[src/rtl/mem_access_unit_pkg.sv]
// Shared encodings for the load/store unit: access sizes, extension modes,
// FSM states and the request legality check.
package mem_access_unit_pkg;

  localparam logic [1:0] MEM_SIZE_BYTE = 2'b00;
  localparam logic [1:0] MEM_SIZE_HALF = 2'b01;
  localparam logic [1:0] MEM_SIZE_WORD = 2'b10;

  localparam logic EXT_SIGN = 1'b0;
  localparam logic EXT_ZERO = 1'b1;

  typedef enum logic [1:0] {
    ST_IDLE   = 2'b00,
    ST_ACCESS = 2'b01,
    ST_RESP   = 2'b10
  } state_e;

  // Reserved size or an address not aligned to the access size.
  function automatic logic access_err(input logic [1:0] size, input logic [1:0] off);
    logic err;
    case (size)
      MEM_SIZE_BYTE: err = 1'b0;
      MEM_SIZE_HALF: err = off[0];
      MEM_SIZE_WORD: err = (off != 2'b00);
      default:       err = 1'b1;
    endcase
    return err;
  endfunction

endpackage

[src/rtl/mem_access_unit_load_ext.sv]
// Load-path lane select: picks the addressed byte/halfword from the memory
// word and sign- or zero-extends it to 32 bits.
module load_ext
  import mem_access_unit_pkg::*;
(
  input  logic [31:0] rdata,
  input  logic [1:0]  offset,
  input  logic [1:0]  size,
  input  logic        uns,
  output logic [31:0] data
);

  logic [7:0]  byte_lane;
  logic [15:0] half_lane;
  logic        fill;

  always_comb begin
    byte_lane = rdata[{offset, 3'b000} +: 8];
    half_lane = rdata[{offset[1], 4'b0000} +: 16];
    fill      = 1'b0;
    data      = rdata;
    case (size)
      MEM_SIZE_BYTE: begin
        fill = (uns == EXT_SIGN) && byte_lane[7];
        data = {{24{fill}}, byte_lane};
      end
      MEM_SIZE_HALF: begin
        fill = (uns == EXT_SIGN) && half_lane[15];
        data = {{16{fill}}, half_lane};
      end
      default: data = rdata;
    endcase
  end

endmodule

[src/rtl/mem_access_unit.sv]
// Multi-cycle load/store unit with cs/ack memory handshake.
// Optional ack timeout enabled by defining MEMIF_TIMEOUT_EN.
module mem_access_unit
  import mem_access_unit_pkg::*;
#(
  parameter int AW        = 32,
  parameter int TO_CYCLES = 255
) (
  input  logic          clk,
  input  logic          rstn,
  input  logic          req_valid,
  output logic          req_ready,
  input  logic          req_we,
  input  logic [1:0]    req_size,
  input  logic          req_uns,
  input  logic [AW-1:0] req_addr,
  input  logic [31:0]   req_wdata,
  output logic          rsp_valid,
  output logic [31:0]   rsp_rdata,
  output logic          rsp_err,
  output logic          mem_cs,
  output logic          mem_we,
  output logic [3:0]    mem_be,
  output logic [AW-1:0] mem_addr,
  output logic [31:0]   mem_wdata,
  input  logic [31:0]   mem_rdata,
  input  logic          mem_ack
);

  state_e        state_q, state_d;
  logic          req_ready_q, req_ready_d;
  logic          rsp_valid_q, rsp_valid_d;
  logic [31:0]   rsp_rdata_q, rsp_rdata_d;
  logic          rsp_err_q, rsp_err_d;
  logic          mem_cs_q, mem_cs_d;
  logic          mem_we_q, mem_we_d;
  logic [3:0]    mem_be_q, mem_be_d;
  logic [AW-1:0] mem_addr_q, mem_addr_d;
  logic [31:0]   mem_wdata_q, mem_wdata_d;
  logic [1:0]    size_q, size_d;
  logic          uns_q, uns_d;
  logic [1:0]    off_q, off_d;
  logic [3:0]    st_be;
  logic [31:0]   st_wdata;
  logic [31:0]   load_data;

`ifdef MEMIF_TIMEOUT_EN
  localparam int CNT_W = (TO_CYCLES > 255) ? $clog2(TO_CYCLES + 1) : 8;
  logic [CNT_W-1:0] cnt_q, cnt_d;
`endif

  load_ext u_load_ext (
    .rdata  (mem_rdata),
    .offset (off_q),
    .size   (size_q),
    .uns    (uns_q),
    .data   (load_data)
  );

  always_comb begin
    st_be    = 4'b1111;
    st_wdata = req_wdata;
    case (req_size)
      MEM_SIZE_BYTE: begin
        st_be    = 4'b0001 << req_addr[1:0];
        st_wdata = {4{req_wdata[7:0]}};
      end
      MEM_SIZE_HALF: begin
        st_be    = 4'b0011 << req_addr[1:0];
        st_wdata = {2{req_wdata[15:0]}};
      end
      default: begin
        st_be    = 4'b1111;
        st_wdata = req_wdata;
      end
    endcase
  end

  always_comb begin
    state_d     = state_q;
    req_ready_d = req_ready_q;
    rsp_valid_d = rsp_valid_q;
    rsp_rdata_d = rsp_rdata_q;
    rsp_err_d   = rsp_err_q;
    mem_cs_d    = mem_cs_q;
    mem_we_d    = mem_we_q;
    mem_be_d    = mem_be_q;
    mem_addr_d  = mem_addr_q;
    mem_wdata_d = mem_wdata_q;
    size_d      = size_q;
    uns_d       = uns_q;
    off_d       = off_q;
`ifdef MEMIF_TIMEOUT_EN
    cnt_d       = cnt_q;
`endif
    case (state_q)
      ST_IDLE: begin
        if (req_valid) begin
          size_d      = req_size;
          uns_d       = req_uns;
          off_d       = req_addr[1:0];
          req_ready_d = 1'b0;
          // Illegal requests answer with an error and never touch memory.
          if (access_err(req_size, req_addr[1:0])) begin
            state_d     = ST_RESP;
            rsp_valid_d = 1'b1;
            rsp_err_d   = 1'b1;
            rsp_rdata_d = '0;
          end else begin
            state_d     = ST_ACCESS;
            mem_cs_d    = 1'b1;
            mem_we_d    = req_we;
            mem_be_d    = req_we ? st_be : 4'b1111;
            mem_addr_d  = {req_addr[AW-1:2], 2'b00};
            mem_wdata_d = req_we ? st_wdata : '0;
`ifdef MEMIF_TIMEOUT_EN
            cnt_d       = '0;
`endif
          end
        end
      end
      ST_ACCESS: begin
        if (mem_ack) begin
          state_d     = ST_RESP;
          mem_cs_d    = 1'b0;
          rsp_valid_d = 1'b1;
          rsp_err_d   = 1'b0;
          rsp_rdata_d = mem_we_q ? '0 : load_data;
        end
`ifdef MEMIF_TIMEOUT_EN
        else if (cnt_q + 1'b1 == CNT_W'(TO_CYCLES)) begin
          state_d     = ST_RESP;
          mem_cs_d    = 1'b0;
          rsp_valid_d = 1'b1;
          rsp_err_d   = 1'b1;
          rsp_rdata_d = '0;
        end else begin
          cnt_d = cnt_q + 1'b1;
        end
`endif
      end
      ST_RESP: begin
        state_d     = ST_IDLE;
        rsp_valid_d = 1'b0;
        req_ready_d = 1'b1;
      end
      default: begin
        state_d     = ST_IDLE;
        rsp_valid_d = 1'b0;
        req_ready_d = 1'b1;
        mem_cs_d    = 1'b0;
      end
    endcase
  end

  always_ff @(posedge clk or negedge rstn) begin
    if (!rstn) begin
      state_q     <= ST_IDLE;
      req_ready_q <= 1'b1;
      rsp_valid_q <= 1'b0;
      rsp_rdata_q <= '0;
      rsp_err_q   <= 1'b0;
      mem_cs_q    <= 1'b0;
      mem_we_q    <= 1'b0;
      mem_be_q    <= '0;
      mem_addr_q  <= '0;
      mem_wdata_q <= '0;
      size_q      <= '0;
      uns_q       <= 1'b0;
      off_q       <= '0;
`ifdef MEMIF_TIMEOUT_EN
      cnt_q       <= '0;
`endif
    end else begin
      state_q     <= state_d;
      req_ready_q <= req_ready_d;
      rsp_valid_q <= rsp_valid_d;
      rsp_rdata_q <= rsp_rdata_d;
      rsp_err_q   <= rsp_err_d;
      mem_cs_q    <= mem_cs_d;
      mem_we_q    <= mem_we_d;
      mem_be_q    <= mem_be_d;
      mem_addr_q  <= mem_addr_d;
      mem_wdata_q <= mem_wdata_d;
      size_q      <= size_d;
      uns_q       <= uns_d;
      off_q       <= off_d;
`ifdef MEMIF_TIMEOUT_EN
      cnt_q       <= cnt_d;
`endif
    end
  end

  assign req_ready = req_ready_q;
  assign rsp_valid = rsp_valid_q;
  assign rsp_rdata = rsp_rdata_q;
  assign rsp_err   = rsp_err_q;
  assign mem_cs    = mem_cs_q;
  assign mem_we    = mem_we_q;
  assign mem_be    = mem_be_q;
  assign mem_addr  = mem_addr_q;
  assign mem_wdata = mem_wdata_q;

endmodule

[config.mk]
export PLATFORM = sky130hd
export DESIGN_NAME = mem_access_unit
export DESIGN_NICKNAME = d
export VERILOG_FILES = /design/src/rtl/mem_access_unit_pkg.sv /design/src/rtl/mem_access_unit_load_ext.sv /design/src/rtl/mem_access_unit.sv
export SDC_FILE = /design/constraint.sdc
export NUM_CORES = 1
export LEC_CHECK = 0
export BUFFER_PORTS_ARGS = -buffer_cell sky130_fd_sc_hd__clkbuf_2
export CAP_MARGIN = 10
export CELL_PAD_IN_SITES_DETAIL_PLACEMENT = 0
export CELL_PAD_IN_SITES_GLOBAL_PLACEMENT = 2
export CORE_MARGIN = 3
export CORE_UTILIZATION = 25
export DETAILED_ROUTE_END_ITERATION = 10
export HOLD_SLACK_MARGIN = 0.05
export PLACE_DENSITY = 0.86
export SLEW_MARGIN = 25
export SYNTH_ARGS = -nofsm -noshare
export SYNTH_HDL_FRONTEND = slang
export SYNTH_SLANG_ARGS = --single-unit
[constraint.sdc]
create_clock -name clk -period 1.9 [get_ports clk]
set_clock_uncertainty 0.2 [all_clocks]
set_input_delay 0.19 -clock clk [delete_from_list [all_inputs] [get_ports clk]]
set_output_delay 0.19 -clock clk [all_outputs]
set_load 0.005 [all_outputs]
### Yosys cells after proc, flatten, opt, wreduce, memory -nomap -nowiden

Cells that the tools add are included.

* register bits: 110
* logic and storage cells: 72
* bits of input ports: 104

* bitwise gates (word level): 4
* equality and inequality tests: 9
* muxes and demuxes: 28
* shift operators: 4
* reduce and logical (&&, ||, !) cells: 14

Operator list (number)
* case mux 32 bit (2 select lines): 3
* 2-to-1 mux 32 bit: 5
* indexed part select 32 x 6 -> 16 bit: 1
* indexed part select 32 x 6 -> 8 bit: 1
* 2-to-1 mux 1 bit: 9
* inequality test 2 bit, second input constant: 4
* case mux 4 bit (2 select lines): 1
* AND reduction 4 bit: 2
* == test 2 x 1 -> 1 bit, second input constant: 3
* zero test 2 bit: 3
* 2-to-1 mux 2 bit: 3
* case mux 1 bit (2 select lines): 3
* case mux 1 bit (3 select lines): 2
* AND reduction 2 bit: 3
* AND reduction 3 bit: 2
* == test 2 bit, second input constant: 2
* 2-to-1 mux 4 bit: 1
* inverter 1 bit: 4
* case mux 2 bit (2 select lines): 1
* nonzero test 2 bit: 2
* << shifter 1 x 2 -> 4 bit, first input constant: 1
* << shifter 2 x 2 -> 4 bit, first input constant: 1
* logical AND 1 bit: 2

### Depth between registers and ports, before layout

Gate-level depths: netlist of the first run.

* word-level depth: 7
* gate-level depth with buffers: 8
* depth with buffers taken out: 5

### Modules after synthesis

Synthesis of the first run repeated with hierarchy kept, for this count alone.

* cell total of the unflattened synthesis: 590
* area total of the unflattened synthesis: 5972.0 sq um

By module, submodules not included
* mem_access_unit: cells each 473, times used 1, seq. area each 2753.9 sq um, area an instance 5257.5 sq um
* load_ext: cells each 117, times used 1, seq. area each 0.0 sq um, area an instance 714.4 sq um

### Worst setup path before layout of the first run

Ideal clock, no wire load.

* path kind: flip-flop to flip-flop
* start point: register size_q[1]
* end point: register rsp_rdata_q[16], in the netlist rsp_rdata[16]
* stages on the path, launching flop included: 7
* data arrival time: 1.545 ns
* path slack: 0.091 ns
* required time: 1.636 ns
* setup time: 0.064 ns
* cell sequence: dfrtp_1 buf_2 nor3_1 nand2_1 a2111oi_4 buf_6 a221o_2

* cells in the longest elaborated chain, start to end: 5
* elaborated cells on any way between the ends: 6
* those cells by class: 1 x eq/ne; 4 x mux; 1 x reduce/logical

Ends and longest elaborated chain
* start: declaration: line mem_access_unit.sv:40 `logic [1:0] size_q, size_d;`
* start signal: assignment: line mem_access_unit.sv:185 `size_q <= size_d;`
* == test 2 x 1 -> 1 bit or zero test 2 bit (tied branches): line mem_access_unit_load_ext.sv:22 `case (size)`
* case mux 32 bit (2 select lines) *: line mem_access_unit_load_ext.sv:22
* 2-to-1 mux 32 bit *: line mem_access_unit.sv:128 `rsp_rdata_d = mem_we_q ? '0 : load_data;`
* 2-to-1 mux 32 bit *: line mem_access_unit.sv:123 `if (mem_ack) begin`
* case mux 32 bit (2 select lines) *: line mem_access_unit.sv:96 `case (state_q)`
* end signal: assignment: line mem_access_unit.sv:178 `rsp_rdata_q <= rsp_rdata_d;`
* end: declaration: line mem_access_unit.sv:33 `logic [31:0] rsp_rdata_q, rsp_rdata_d;`

Mark *: on every way between the ends. The rest lies on a longest branch, timed or not. The select of a mux whose other input is x is not followed.
A chain may end at the register's enable or synchronous reset.

### Final worst setup path of the first run

* start point: input mem_rdata[31]
* end point: register rsp_rdata_q[15], in the netlist rsp_rdata[15]

* cells in the longest elaborated chain, start to end: 6
* elaborated cells on any way between the ends: 7
* those cells by class: 2 x shift; 4 x mux; 1 x reduce/logical

Ends and longest elaborated chain
* start: declaration: line mem_access_unit.sv:26 `input logic [31:0] mem_rdata,`
* indexed part select 32 x 6 -> 8 bit: line mem_access_unit_load_ext.sv:18 `byte_lane = rdata[{offset, 3'b000} +: 8];`
* logical AND 1 bit: line mem_access_unit_load_ext.sv:24 `fill = (uns == EXT_SIGN) && byte_lane[7];`
* case mux 32 bit (2 select lines) *: line mem_access_unit_load_ext.sv:22
* 2-to-1 mux 32 bit *: line mem_access_unit.sv:128
* 2-to-1 mux 32 bit *: line mem_access_unit.sv:123
* case mux 32 bit (2 select lines) *: line mem_access_unit.sv:96

Marked as above.

==> metrics.md, run 1 <==
| Metric | Value |
|---|---|
| Die Area | `22500 µm²` |
| PortBufs | `206` |
| Crit path max fanout | `3` |
| Fin. Hold Viols | `0` |
| WP data required | `around 1.9 ns` |
| Drt pass-1 iters | `4` |
| Worst Setup End Kind | `flop` |
| Post-DP HPWL | `roughly 12 mm` |
| Max_slew headroom | `65.9%` |
| Placer Congestion | `0.773` |
| WL final | `17.2 mm` |
| Fin cells | `between 1000 and 1500` |
| Reg2Reg Depth | `6` |
| Status | `finished, final reports clean` |
| WP depth | `7` |
| Hold path start | `req_valid` |
| Worst Tran Pin Value | `between 0.5 and 0.6 ns` |
| Critical path class | `in -> reg` |
| CP delay by family, top | `buffers and inverters` |
| TritonCTS Buffers | `9` |
| Antenna Violating Nets Remaining | `0` |
| Residual DRC | `0` |
| Max cap viols | `0` |
| Cell Chain, Critical Path | `dlygate4sd3_1 -> clkbuf_2 -> mux2_4 -> a32oi_1 -> buf_4 -> o21ai_0 -> a22o_1` |
| HP Class | `in -> reg` |
| Vias per cell | `between 4 and 5` |
| Area leader, netlist | `dfrtp_1` |
| Pleak | `about 4.2 nW` |
| Critical Path Max Stage Delay | `0.54 ns` |
| WL/cell | `15.3 µm` |
| CTS clk-pin slew, worst paths | `approximately 0.070 ns` |
| Number of placed cells counting well taps | `~1000` |
| Starting Density | `26.0%` |
| Share of cells above drive strength 1 | `between 30% and 40%` |
| Critical path startpoint | `mem_rdata[31]` |
| Core ar. | `19900 µm²` |
| Reg2Reg Setup Slack | `approximately 0.11 ns` |
| Clk_lat worst skew | `0.35 ns` |
| N_diodes | `0` |
| Mapped cell area | `about 5200 µm²` |
| Critical Path Start Type | `input port` |
| CTS sink cnt | `between 100 and 150` |
| Vias in the first global route | `between 5000 and 6000` |
| Avg Cell Area, Syn | `9.50 µm²` |
| RR Startpoint | `state_q[0]$_DFFE_PN0P_` |
| # IOs | `209` |
| YS warnings | `0` |
| Power per cell area | `984 nW/µm²` |
| Initial DRC Count | `around 130` |
| Max Freq | `0.551 GHz` |
| H-tree depth | `3` |
| DR vias | `5005` |
| Synth Instances | `roughly 550` |
| Synth area leaders | `dfrtp_1 (53%), nand2_1 (13%), mux2_2 (4.4%)` |
| Layout area overhead | `53.8%` |
| DIE HEIGHT | `150 µm` |
| Pin count of the biggest net entering global routing | `65` |
| Most used DFF post-synth | `dfrtp_1` |
| Max Slew Vio Count | `0` |
| Peak supply drop | `0.503 mV` |
| Aggregate global-route resource usage | `between 10% and 20%` |
| GRT overflow | `0` |
| Yosys cell types | `42` |
| Non-Filler Cell Area, Final | `7960 µm²` |
| Sequential fraction of the synthesis area | `a little over half` |
| Fin nets | `955` |
| Unrepaired setup endpoints after global routing | `no` |
| Placed instance area | `between 6000 and 7000 µm²` |
| CTS tree | `done` |
| Crit Reg-Reg Endpoint | `rsp_rdata[27]$_DFFE_PN0P_` |
| Worst path slowest cell | `dlygate4sd3_1` |
| Final period util | `approximately 95%` |
| Crit path buf inv count | `3` |
| Worst EP arrival | `approximately 1.9 ns` |
| Std-Cell Rows | `51` |
| First-pass GRT wire length | `between 20 and 30 mm` |
| Fillers | `about 2000` |
| Yosys reg bits | `between 100 and 150` |
| Initial antenna violation count | `0` |
| Asr flop ratio synth | `between 90% and 100%` |
| Die W | `approximately 150 µm` |
| Final Setup Violations | `0` |
| Root Buffer | `clkbuf_16` |
| Post-synth top area share | `52.7%` |
| End point of the critical path | `rsp_rdata[15]$_DFFE_PN0P_` |
| Clock buffer depth | `2` |
| Post-synth EDFFs | `0` |
| Min Tclk post-route | `approximately 1.8 ns` |
## routing by layer
metal	routed length (µm)	track usage [%]	vias to the layer above
met5	0	0	-
met3	1480	4.39	15
met4	269	4.62	0
met1	7710	20.1	2342
li1	-	-	2462
met2	7750	24.5	186
## through the flow
stage	worst slack [ns]	hold slack (ns)	total power, mW	TNS, ns	utilization [%]
2_1_floorplan	0.0905	-0.306	4.56	0	-
3_3_place_gp	-0.106	0.00629	5.84	-1.56	33.4
3_5_place_dp	-0.145	0.00337	5.86	-2.14	33.4
4_1_cts	0.0156	0.0610	7.93	0	39.7
5_1_grt	0.00945	0.0841	8.41	0	40.0
6_report	0.0863	0.0617	7.84	0	40.0
## power by group
part	leakage [nW]	internal, mW	total (mW)	switching (mW)
sequential	1.42	2.98	3.37	0.391
combinational	2.60	1.29	2.60	1.30
clock	0.138	0.909	1.86	0.954
total	4.15	5.19	7.84	2.65
## worst min-delay path, cell delays in order
cell and delay, ns:
clkbuf_2 0.09, nor2b_2 0.15, o21ai_2 0.06, a31oi_1 0.08
## cells by family after synthesis
logic type | synth area share [%]
and+or+nand+nor | 18.7
DFF | 53.2
AOI/OAI and AO/OA | 13.6
buffers and inverters | 5.49
muxes | 8.90
other | 0.0725
## worst min-delay path by stage
| stage | endpoint | slack [ns] | cells after the start |
|---|---|---|---|
| after floorplan | mem_addr[10]$_DFFE_PN0P_ | -0.31 | 0 |
| after global placement | rsp_valid$_DFFE_PN0P_ | 0.006 | 1 |
| after detailed placement | state_q[1]$_DFFE_PN0P_ | 0.003 | 1 |
| after CTS | off_q[1]$_DFFE_PN0P_ | 0.06 | 3 |
| after global routing | rsp_valid$_DFFE_PN0P_ | 0.08 | 4 |
| final | rsp_valid$_DFFE_PN0P_ | 0.06 | 4 |
## area by class of cell
cell class                      count  area, µm²  share of cell area [%]
Clock buffer                        9        225                    2.83
Clock inverter                      7       55.1                   0.691
Inverter                           19       75.1                   0.943
Multi-Input combinational cell    374       2180                    27.4
Sequential cell                   110       2750                    34.6
Tap cell                          265        332                    4.16
Timing Repair Buffer              337       2340                    29.4
## cell usage after synthesis, types with 2 or more instances
| cell type | n |
|---|---|
| a221o_2 | 10 |
| buf_1 | 2 |
| o22a_1 | 4 |
| inv_1 | 17 |
| buf_4 | 3 |
| o32ai_1 | 7 |
| o2bb2ai_1 | 7 |
| o21a_1 | 2 |
| dfrtp_1 | 109 |
| mux2i_1 | 22 |
| nand3_1 | 33 |
| clkinv_1 | 2 |
| a21oi_1 | 19 |
| a21o_1 | 3 |
| mux2_2 | 20 |
| a221o_1 | 6 |
| o211ai_1 | 7 |
| nor2b_1 | 5 |
| clkbuf_1 | 21 |
| o21ai_0 | 23 |
| nand2_1 | 173 |
| buf_6 | 3 |
| nor2_1 | 15 |
| buf_2 | 14 |
## repair_timing
item                                    CTS  global route
buffers inserted                          0             3
endpoints found under the setup margin   21            33
pin swaps                                 0             0
hold buffers                             97             0
gates resized for setup                   2             9
endpoints found under the hold margin   167             0
## layout by cell type, fill, tap and decap left out, types with 2 or more instances in the layout
cell / count
a21o_1: 3
a21oi_1: 18
a221o_1: 6
a221o_2: 10
buf_12: 6
buf_4: 28
clkbuf_16: 9
clkbuf_2: 204
clkinv_2: 2
clkinvlp_4: 2
conb_1: 2
dfrtp_1: 109
dlygate4sd3_1: 97
inv_1: 17
inv_6: 2
mux2_2: 20
mux2i_1: 22
nand2_1: 173
nand3_1: 32
nor2_1: 14
nor2b_1: 4
o211ai_1: 7
o21a_1: 2
o21ai_0: 23
o21ai_2: 2
o22a_1: 4
o2bb2ai_1: 7
o32ai_1: 7
## state kept, by name, summed over array words and instances (netlist names)
name       cells
mem_addr      30
mem_be         4
mem_cs         1
mem_wdata     32
mem_we         1
off_q          2
req_ready      1
rsp_err        1
rsp_rdata     32
rsp_valid      1
size_q         2
state_q        2
uns_q          1
Power figures use the tool's default switching activity.
==> inputs of run 2 (changes only) <==
--- a/config.mk
+++ b/config.mk
@@ -10,10 +10,11 @@
 export CELL_PAD_IN_SITES_DETAIL_PLACEMENT = 0
 export CELL_PAD_IN_SITES_GLOBAL_PLACEMENT = 2
 export CORE_MARGIN = 3
-export CORE_UTILIZATION = 25
+export CORE_UTILIZATION = 26
+export CTS_BUF_LIST = sky130_fd_sc_hd__clkbuf_4
 export DETAILED_ROUTE_END_ITERATION = 10
 export HOLD_SLACK_MARGIN = 0.05
-export PLACE_DENSITY = 0.86
+export PLACE_DENSITY = 0.88
 export SLEW_MARGIN = 25
 export SYNTH_ARGS = -nofsm -noshare
 export SYNTH_HDL_FRONTEND = slang
==> run 2 against run 1 <==
Register-to-register slack worse by 0.04 ns. Setup slack worse by 0.027 ns. Via count up 1.6%. Critical path depth up 1. Core utilization up 1.7 points. Critical path type unchanged. Largest cell class unchanged.
==> metrics.md, run 2 (synthesis results as in run 1) <==
| Metric | Value |
|---|---|
| DR top layer | `met4` |
| Starting Density | `27.0% (+1.0 points)` |
| Comb pwr share | `36.8% (+3.7 points)` |
| Initial antenna violation count | `0 (unchanged)` |
| Critical path class | `in -> reg` |
| Vias in the first global route | `5157 (+2.0%)` |
| # IOs | `209 (unchanged)` |
| Sequential cell fraction of total power | `46.2% (+3.1 points)` |
| Final Setup Violations | `0 (unchanged)` |
| Met3 Wirelength | `1.60 mm (+8.4%)` |
| Power per cell area | `911 nW/µm² (-7.4%)` |
| Critical Path Start Type | `input port` |
| Unrepaired setup endpoints after global routing | `yes` |
| CTS sink cnt | `110 (unchanged)` |
| Placer Congestion | `0.792 (+2.4%)` |
| Post-Route M1 WL | `7.56 mm (-1.9%)` |
| Fin. Hold Viols | `0 (unchanged)` |
| Root Buffer | `clkbuf_4` |
| Layout area overhead | `54.2%` |
| Crit Reg-Reg Endpoint | `rsp_rdata[18]$_DFFE_PN0P_` |
| Worst EP arrival | `2.04 ns (+0.18 ns)` |
| Clock power share | `17.0% (-6.8 points)` |
| TritonCTS Buffers | `9 (unchanged)` |
| Reg2Reg Setup Slack | `0.07 ns (-0.04 ns)` |
| Die W | `147 µm (-1.9%)` |
| Non-Filler Cell Area, Final | `7980 µm² (+0.25%)` |
| Initial DRC Count | `193 (+51%)` |
| GRT overflow | `0 (unchanged)` |
| Final setup margin | `0.0589 ns (-0.0273 ns)` |
| Clk_lat worst skew | `0.48 ns (+0.13 ns)` |
| Max_slew headroom | `44.1% (-22 points)` |
| H-tree depth | `3 (unchanged)` |
| Max cap viols | `0 (unchanged)` |
| Pleak | `4.16 nW (+0.36%)` |
| Core ar. | `19100 µm² (-3.8%)` |
| Clock buffer depth | `2 (unchanged)` |
| Placed instance area | `6690 µm² (+0.55%)` |
| Min Tclk post-route | `1.84 ns (+0.0273 ns)` |
| PortBufs | `206 (unchanged)` |
| DR vias | `5084 (+1.6%)` |
| WP data required | `2.10 ns (+0.16 ns)` |
| Share of cells above drive strength 1 | `35.1% (+0.051 points)` |
| Reg2Reg Depth | `6 (unchanged)` |
| Std-Cell Rows | `50 (-2.0%)` |
| Sw Ratio | `36.1% (+2.3 points)` |
| WL/cell | `15.6 µm (+1.7%)` |
| Fin nets | `968 (+1.4%)` |
| Worst Setup End Kind | `flop` |
| Die Area | `21600 µm² (-3.7%)` |
| Antenna Violating Nets Remaining | `0 (unchanged)` |
| WL final | `17.6 mm (+2.4%)` |
| Aggregate global-route resource usage | `16.0% (+0.68 points)` |
| CTS tree | `done` |
| Net Switching | `2.62 mW (-0.89%)` |
| RR Startpoint | `state_q[0]$_DFFE_PN0P_` |
| Status | `finished, final reports clean` |
| Vias per cell | `4.50 (+0.86%)` |
| Critical path startpoint | `req_addr[0]` |
| Met2 routed WL | `8.24 mm (+6.2%)` |
| CTS clk-pin slew, worst paths | `0.20 ns (+0.13 ns)` |
| Final period util | `96.9% (+1.4 points)` |
| Worst Tran Pin Value | `0.835 ns (+0.323 ns)` |
| Peak supply drop | `0.422 mV (-16%)` |
| P_int | `4.65 mW (-10%)` |
| Max Slew Vio Count | `0 (unchanged)` |
| Residual DRC | `0 (unchanged)` |
| HP Class | `in -> reg` |
| N_diodes | `0 (unchanged)` |
| Drt pass-1 iters | `4 (unchanged)` |
| Commonest non-fill, non-tap cell in the layout | `clkbuf_2` |
| Most frequent cells in the layout | `clkbuf_2 (205), nand2_1 (173), dfrtp_1 (109)` |
| Max Freq | `0.543 GHz (-1.5%)` |
| DIE HEIGHT | `147 µm (-1.9%)` |
| Post-DP HPWL | `12.5 mm (+2.1%)` |
| Pre-CTS WS | `-0.170 ns (-0.0249 ns)` |
| First-pass GRT wire length | `27.8 mm (+2.2%)` |
| Pin count of the biggest net entering global routing | `46 (-29%)` |
| End point of the critical path | `rsp_rdata[12]$_DFFE_PN0P_` |
| Crit path max fanout | `26 (+23)` |
## run 2: changes by cell type in the layout (fill, tap and decap cells not counted), moves of 2 or more
cell | previous run | this run
buf_12 | 6 | 8
clkbuf_16 | 9 | 0
clkbuf_4 | 0 | 9
clkinv_2 | 2 | 0
dlygate4sd3_1 | 97 | 107
inv_8 | 1 | 3
## run 2: layout make-up
type                    count  area [µm²]
inverters                  19        75.1
multi-input cells         374        2190
clock inverters             7        76.3
repair buffers            350        2500
flip-flops and latches    110        2750
fillers                  1913       11200
clock buffers               9        67.6
well taps                 260         325
## run 2: worst min-delay path by stage
stage                       startpoint                        end  slack [ns]  cells past startpoint
after floorplan                   rstn   mem_addr[10]$_DFFE_PN0P_       -0.31                      0
after global placement            rstn  rsp_rdata[26]$_DFFE_PN0P_       -0.08                      1
after detailed placement          rstn  rsp_rdata[26]$_DFFE_PN0P_       -0.08                      1
after CTS                  req_addr[7]    mem_addr[7]$_DFFE_PN0P_        0.14                      4
after global routing       req_addr[7]    mem_addr[7]$_DFFE_PN0P_        0.16                      4
final                     req_addr[16]   mem_addr[16]$_DFFE_PN0P_        0.21                      4
## run 2: metal layers
metal / global-route usage, % / vias up
met1: 20.2 / 2387
met3: 5.43 / 16
li1: - / 2489
met5: 0 / -
met4: 4.33 / 0
met2: 26.3 / 192
## run 2: power groups by stage
stage               logic (mW)  registers (mW)  clock network [mW]
finish                    2.67            3.36                1.24
detailed placement        2.48            3.39                   0
CTS                       2.66            3.36                1.32
floorplan                 1.14            3.42                   0
global route              2.98            3.45                1.39
global placement          2.47            3.39                   0
## run 2: critical path, cell delays in order
cell and delay (ns):
dlygate4sd3_1 0.53, clkbuf_2 0.17, o21a_1 0.22, o21ai_2 0.17
a21o_1 0.18, buf_12 0.18, clkinvlp_4 0.18, o211ai_1 0.20
## run 2: stage by stage
stage               hold WS, ns  util (%)  instances  power (mW)  TNS [ns]
floorplan                -0.306         -        546        4.56         0
global placement        -0.0790      34.9       1004        5.86     -2.77
detailed placement      -0.0766      34.9       1004        5.87     -2.69
CTS                       0.139      41.4       1128        7.34         0
global route              0.158      41.7       1129        7.82   -0.0813
finish                    0.213      41.7       1129        7.27         0
## run 2: repair_timing
| action | CTS | global route |
|---|---|---|
| pin swaps | 1 | 1 |
| hold endpoints to repair | 219 | 0 |
| buffers inserted | 1 | 1 |
| hold buffers | 107 | 0 |
| resized for setup | 2 | 11 |
| setup endpoints to repair | 23 | 12 |
==> inputs of run 3 (changes only) <==
--- a/config.mk
+++ b/config.mk
@@ -9,6 +9,7 @@
 export CAP_MARGIN = 10
 export CELL_PAD_IN_SITES_DETAIL_PLACEMENT = 0
 export CELL_PAD_IN_SITES_GLOBAL_PLACEMENT = 2
+export CORE_ASPECT_RATIO = 0.8
 export CORE_MARGIN = 3
 export CORE_UTILIZATION = 26
 export CTS_BUF_LIST = sky130_fd_sc_hd__clkbuf_4
==> run 3 against run 2 <==
Critical path depth unchanged. Global-route usage is 0.45 points higher. Hold slack got worse by 0.083 ns. Flip-flop and latch count unchanged. Sequential power about the same. Register-to-register slack hardly changed. Design area is 1.2% higher. Clock power up 11%. Total power grew 2.0%. Final cell count rose by 0.18%. Largest cell class unchanged. Largest power group unchanged. Highest routed layer unchanged.
==> metrics.md, run 3 (synthesis results as in run 1) <==
| Metric | Value |
|---|---|
| Die W | `164 µm (+11%)` |
| RR Startpoint | `off_q[1]$_DFFE_PN0P_` |
| Cell Chain, Critical Path | `dlygate4sd3_1 -> buf_2 -> buf_6 -> mux2i_1 -> o21ai_0 -> dlygate4sd3_1 -> nand3_1 -> nand2_1` |
| Worst Tran Pin Value | `0.689 ns (-0.146 ns)` |
| Clock buffer depth | `2 (unchanged)` |
| WL/cell | `16.2 µm (+3.9%)` |
| Hold Worst Slack | `0.130 ns (-0.0828 ns)` |
| Critical Path Start Type | `input port` |
| Initial antenna violation count | `1 (+1)` |
| TritonCTS Buffers | `9 (unchanged)` |
| Share of cells above drive strength 1 | `33.5% (-1.6 points)` |
| Reg2Reg Setup Slack | `0.06 ns (about the same)` |
| PortBufs | `206 (unchanged)` |
| # IOs | `209 (unchanged)` |
| DR vias | `5075 (-0.18%)` |
| Initial DRC Count | `306 (+59%)` |
| Max cap viols | `0 (unchanged)` |
| CP dominant cell by count | `dlygate4sd3_1` |
| Crit path buf inv count | `4 (unchanged)` |
| Antenna Violating Nets Remaining | `0 (unchanged)` |
| Non-Filler Cell Area, Final | `8080 µm² (+1.2%)` |
| Hold path start | `req_addr[0]` |
| Fin. Hold Viols | `0 (unchanged)` |
| Pleak | `4.19 nW (+0.56%)` |
| Max_slew headroom | `54.0% (+9.8 points)` |
| Fin util | `41.9% (+0.26 points)` |
| Fin nets | `971 (+0.31%)` |
| Most frequent cells in the layout | `clkbuf_2 (203), nand2_1 (173), dlygate4sd3_1 (120)` |
| Root Buffer | `clkbuf_4` |
| Layout area overhead | `56.1%` |
| CTS sink cnt | `110 (unchanged)` |
| Die Area | `21600 µm² (about the same)` |
| Power Total | `7.42 mW (+2.0%)` |
| DIE HEIGHT | `132 µm (-10%)` |
| CP delay by family, top | `buffers and inverters` |
| Max Slew Vio Count | `0 (unchanged)` |
| Residual DRC | `0 (unchanged)` |
| Aggregate global-route resource usage | `16.5% (+0.45 points)` |
| Hold path depth | `4 (unchanged)` |
| Core ar. | `19300 µm² (+0.59%)` |
| First-pass GRT wire length | `28.1 mm (+1.4%)` |
| Worst EP arrival | `2.07 ns (+0.03 ns)` |
| Status | `finished, final reports clean` |
| Max Freq | `0.530 GHz (-2.4%)` |
| HP Class | `in -> reg` |
| Commonest non-fill, non-tap cell in the layout | `clkbuf_2` |
| Placed instance area | `6600 µm² (-1.3%)` |
| GRT overflow | `0 (unchanged)` |
| Starting Density | `26.9% (-0.16 points)` |
| Fillers | `1898 (-0.78%)` |
| Power per cell area | `918 nW/µm² (+0.77%)` |
| Pin count of the biggest net entering global routing | `65 (+41%)` |
| Final Setup Violations | `0 (unchanged)` |
| Crit path max fanout | `7 (-73%)` |
| Clk_lat worst skew | `0.47 ns (about the same)` |
| WL final | `18.3 mm (+4.0%)` |
| Hold Path End | `mem_be[2]$_DFFE_PN0P_` |
| CTS tree | `done` |
| Worst Setup End Kind | `flop` |
| Final period util | `99.3% (+2.4 points)` |
| WP data required | `2.08 ns (-0.02 ns)` |
| Worst path slowest cell | `dlygate4sd3_1` |
| Placer Congestion | `0.835 (+5.5%)` |
| H-tree depth | `3 (unchanged)` |
| Peak supply drop | `0.418 mV (-1.1%)` |
| Sum Neg Setup Slack | `0 ns (unchanged)` |
| Critical Path Max Stage Delay | `0.56 ns (+0.03 ns)` |
| Min Tclk post-route | `1.89 ns (+0.0462 ns)` |
| Crit Reg-Reg Endpoint | `rsp_rdata[26]$_DFFE_PN0P_` |
| Reg2Reg Depth | `5 (-1)` |
| Drt pass-1 iters | `4 (unchanged)` |
| Post-DP HPWL | `12.5 mm (about the same)` |
| Vias in the first global route | `5164 (+0.14%)` |
| Std-Cell Rows | `45 (-10%)` |
| Vias per cell | `4.49 (-0.35%)` |
| Critical path class | `in -> reg` |
| Unrepaired setup endpoints after global routing | `no` |
| CTS clk-pin slew, worst paths | `0.16 ns (-0.04 ns)` |
[run 3: cell count changes in the layout (fill, tap and decap cells not counted), moves of 2 or more]
cell and delta:
bufinv_16 +2, dlygate4sd3_1 +13, inv_8 -3, clkbuf_2 -2
buf_4 -11
[run 3: power by group]
part	leakage (nW)	total (mW)	switching, mW	internal [mW]
clock	0.0876	1.38	0.815	0.561
sequential	1.41	3.38	0.406	2.98
combinational	2.69	2.66	1.32	1.33
[run 3: repair_timing]
item	in CTS	in global routing
gates cloned	0	1
hold buffers	122	0
buffers inserted	0	1
resized for setup	2	11
hold endpoints to repair	217	0
pin swaps	0	1
setup endpoints to repair	23	27
[run 3: worst max-delay path by stage]
| stage | from | slack, ns | cells past startpoint | to |
|---|---|---|---|---|
| 2_1_floorplan | size_q[1]$_DFFE_PN0P_ | 0.09 | 6 | rsp_rdata[16]$_DFFE_PN0P_ |
| 3_3_place_gp | state_q[1]$_DFFE_PN0P_ | -0.13 | 3 | rsp_rdata[29]$_DFFE_PN0P_ |
| 3_5_place_dp | state_q[1]$_DFFE_PN0P_ | -0.18 | 3 | rsp_rdata[27]$_DFFE_PN0P_ |
| 4_1_cts | state_q[1]$_DFFE_PN0P_ | 0.006 | 5 | rsp_rdata[8]$_DFFE_PN0P_ |
| 5_1_grt | off_q[1]$_DFFE_PN0P_ | 0.005 | 4 | rsp_rdata[8]$_DFFE_PN0P_ |
| 6_report | req_size[0] | 0.01 | 8 | mem_wdata[28]$_DFFE_PN0P_ |
[run 3: stage by stage]
step / setup WS, ns / instances
2_1_floorplan: 0.0905 / 546
3_3_place_gp: -0.126 / 991
3_5_place_dp: -0.181 / 991
4_1_cts: 0.00627 / 1129
5_1_grt: 0.00465 / 1131
6_report: 0.0128 / 1131
[run 3: final cells by class]
| class | count | area, µm² | area share, % |
|---|---|---|---|
| Multi-Input combinational cell | 374 | 2180 | 27.0 |
| Clock buffer | 10 | 75.1 | 0.929 |
| Sequential cell | 110 | 2760 | 34.1 |
| Clock inverter | 6 | 93.8 | 1.16 |
| Antenna cell | 1 | 2.50 | 0.0310 |
| Timing Repair Buffer | 353 | 2570 | 31.9 |
| Tap cell | 258 | 323 | 4.00 |
| Inverter | 19 | 75.1 | 0.929 |
[run 3: tightest hold or removal path, delay by kind of cell]
kind,cells,cell delay (ns)
simple gates,2,0.25
buf+inv,1,0.18
compound gates,1,0.16
[run 3: per-layer routing]
metal / global-route usage [%] / share of wire (%)
met1: 21.6 / 46
met2: 26.4 / 46
met3: 4.02 / 5.4
met4: 5.87 / 2.7
met5: 0 / 0
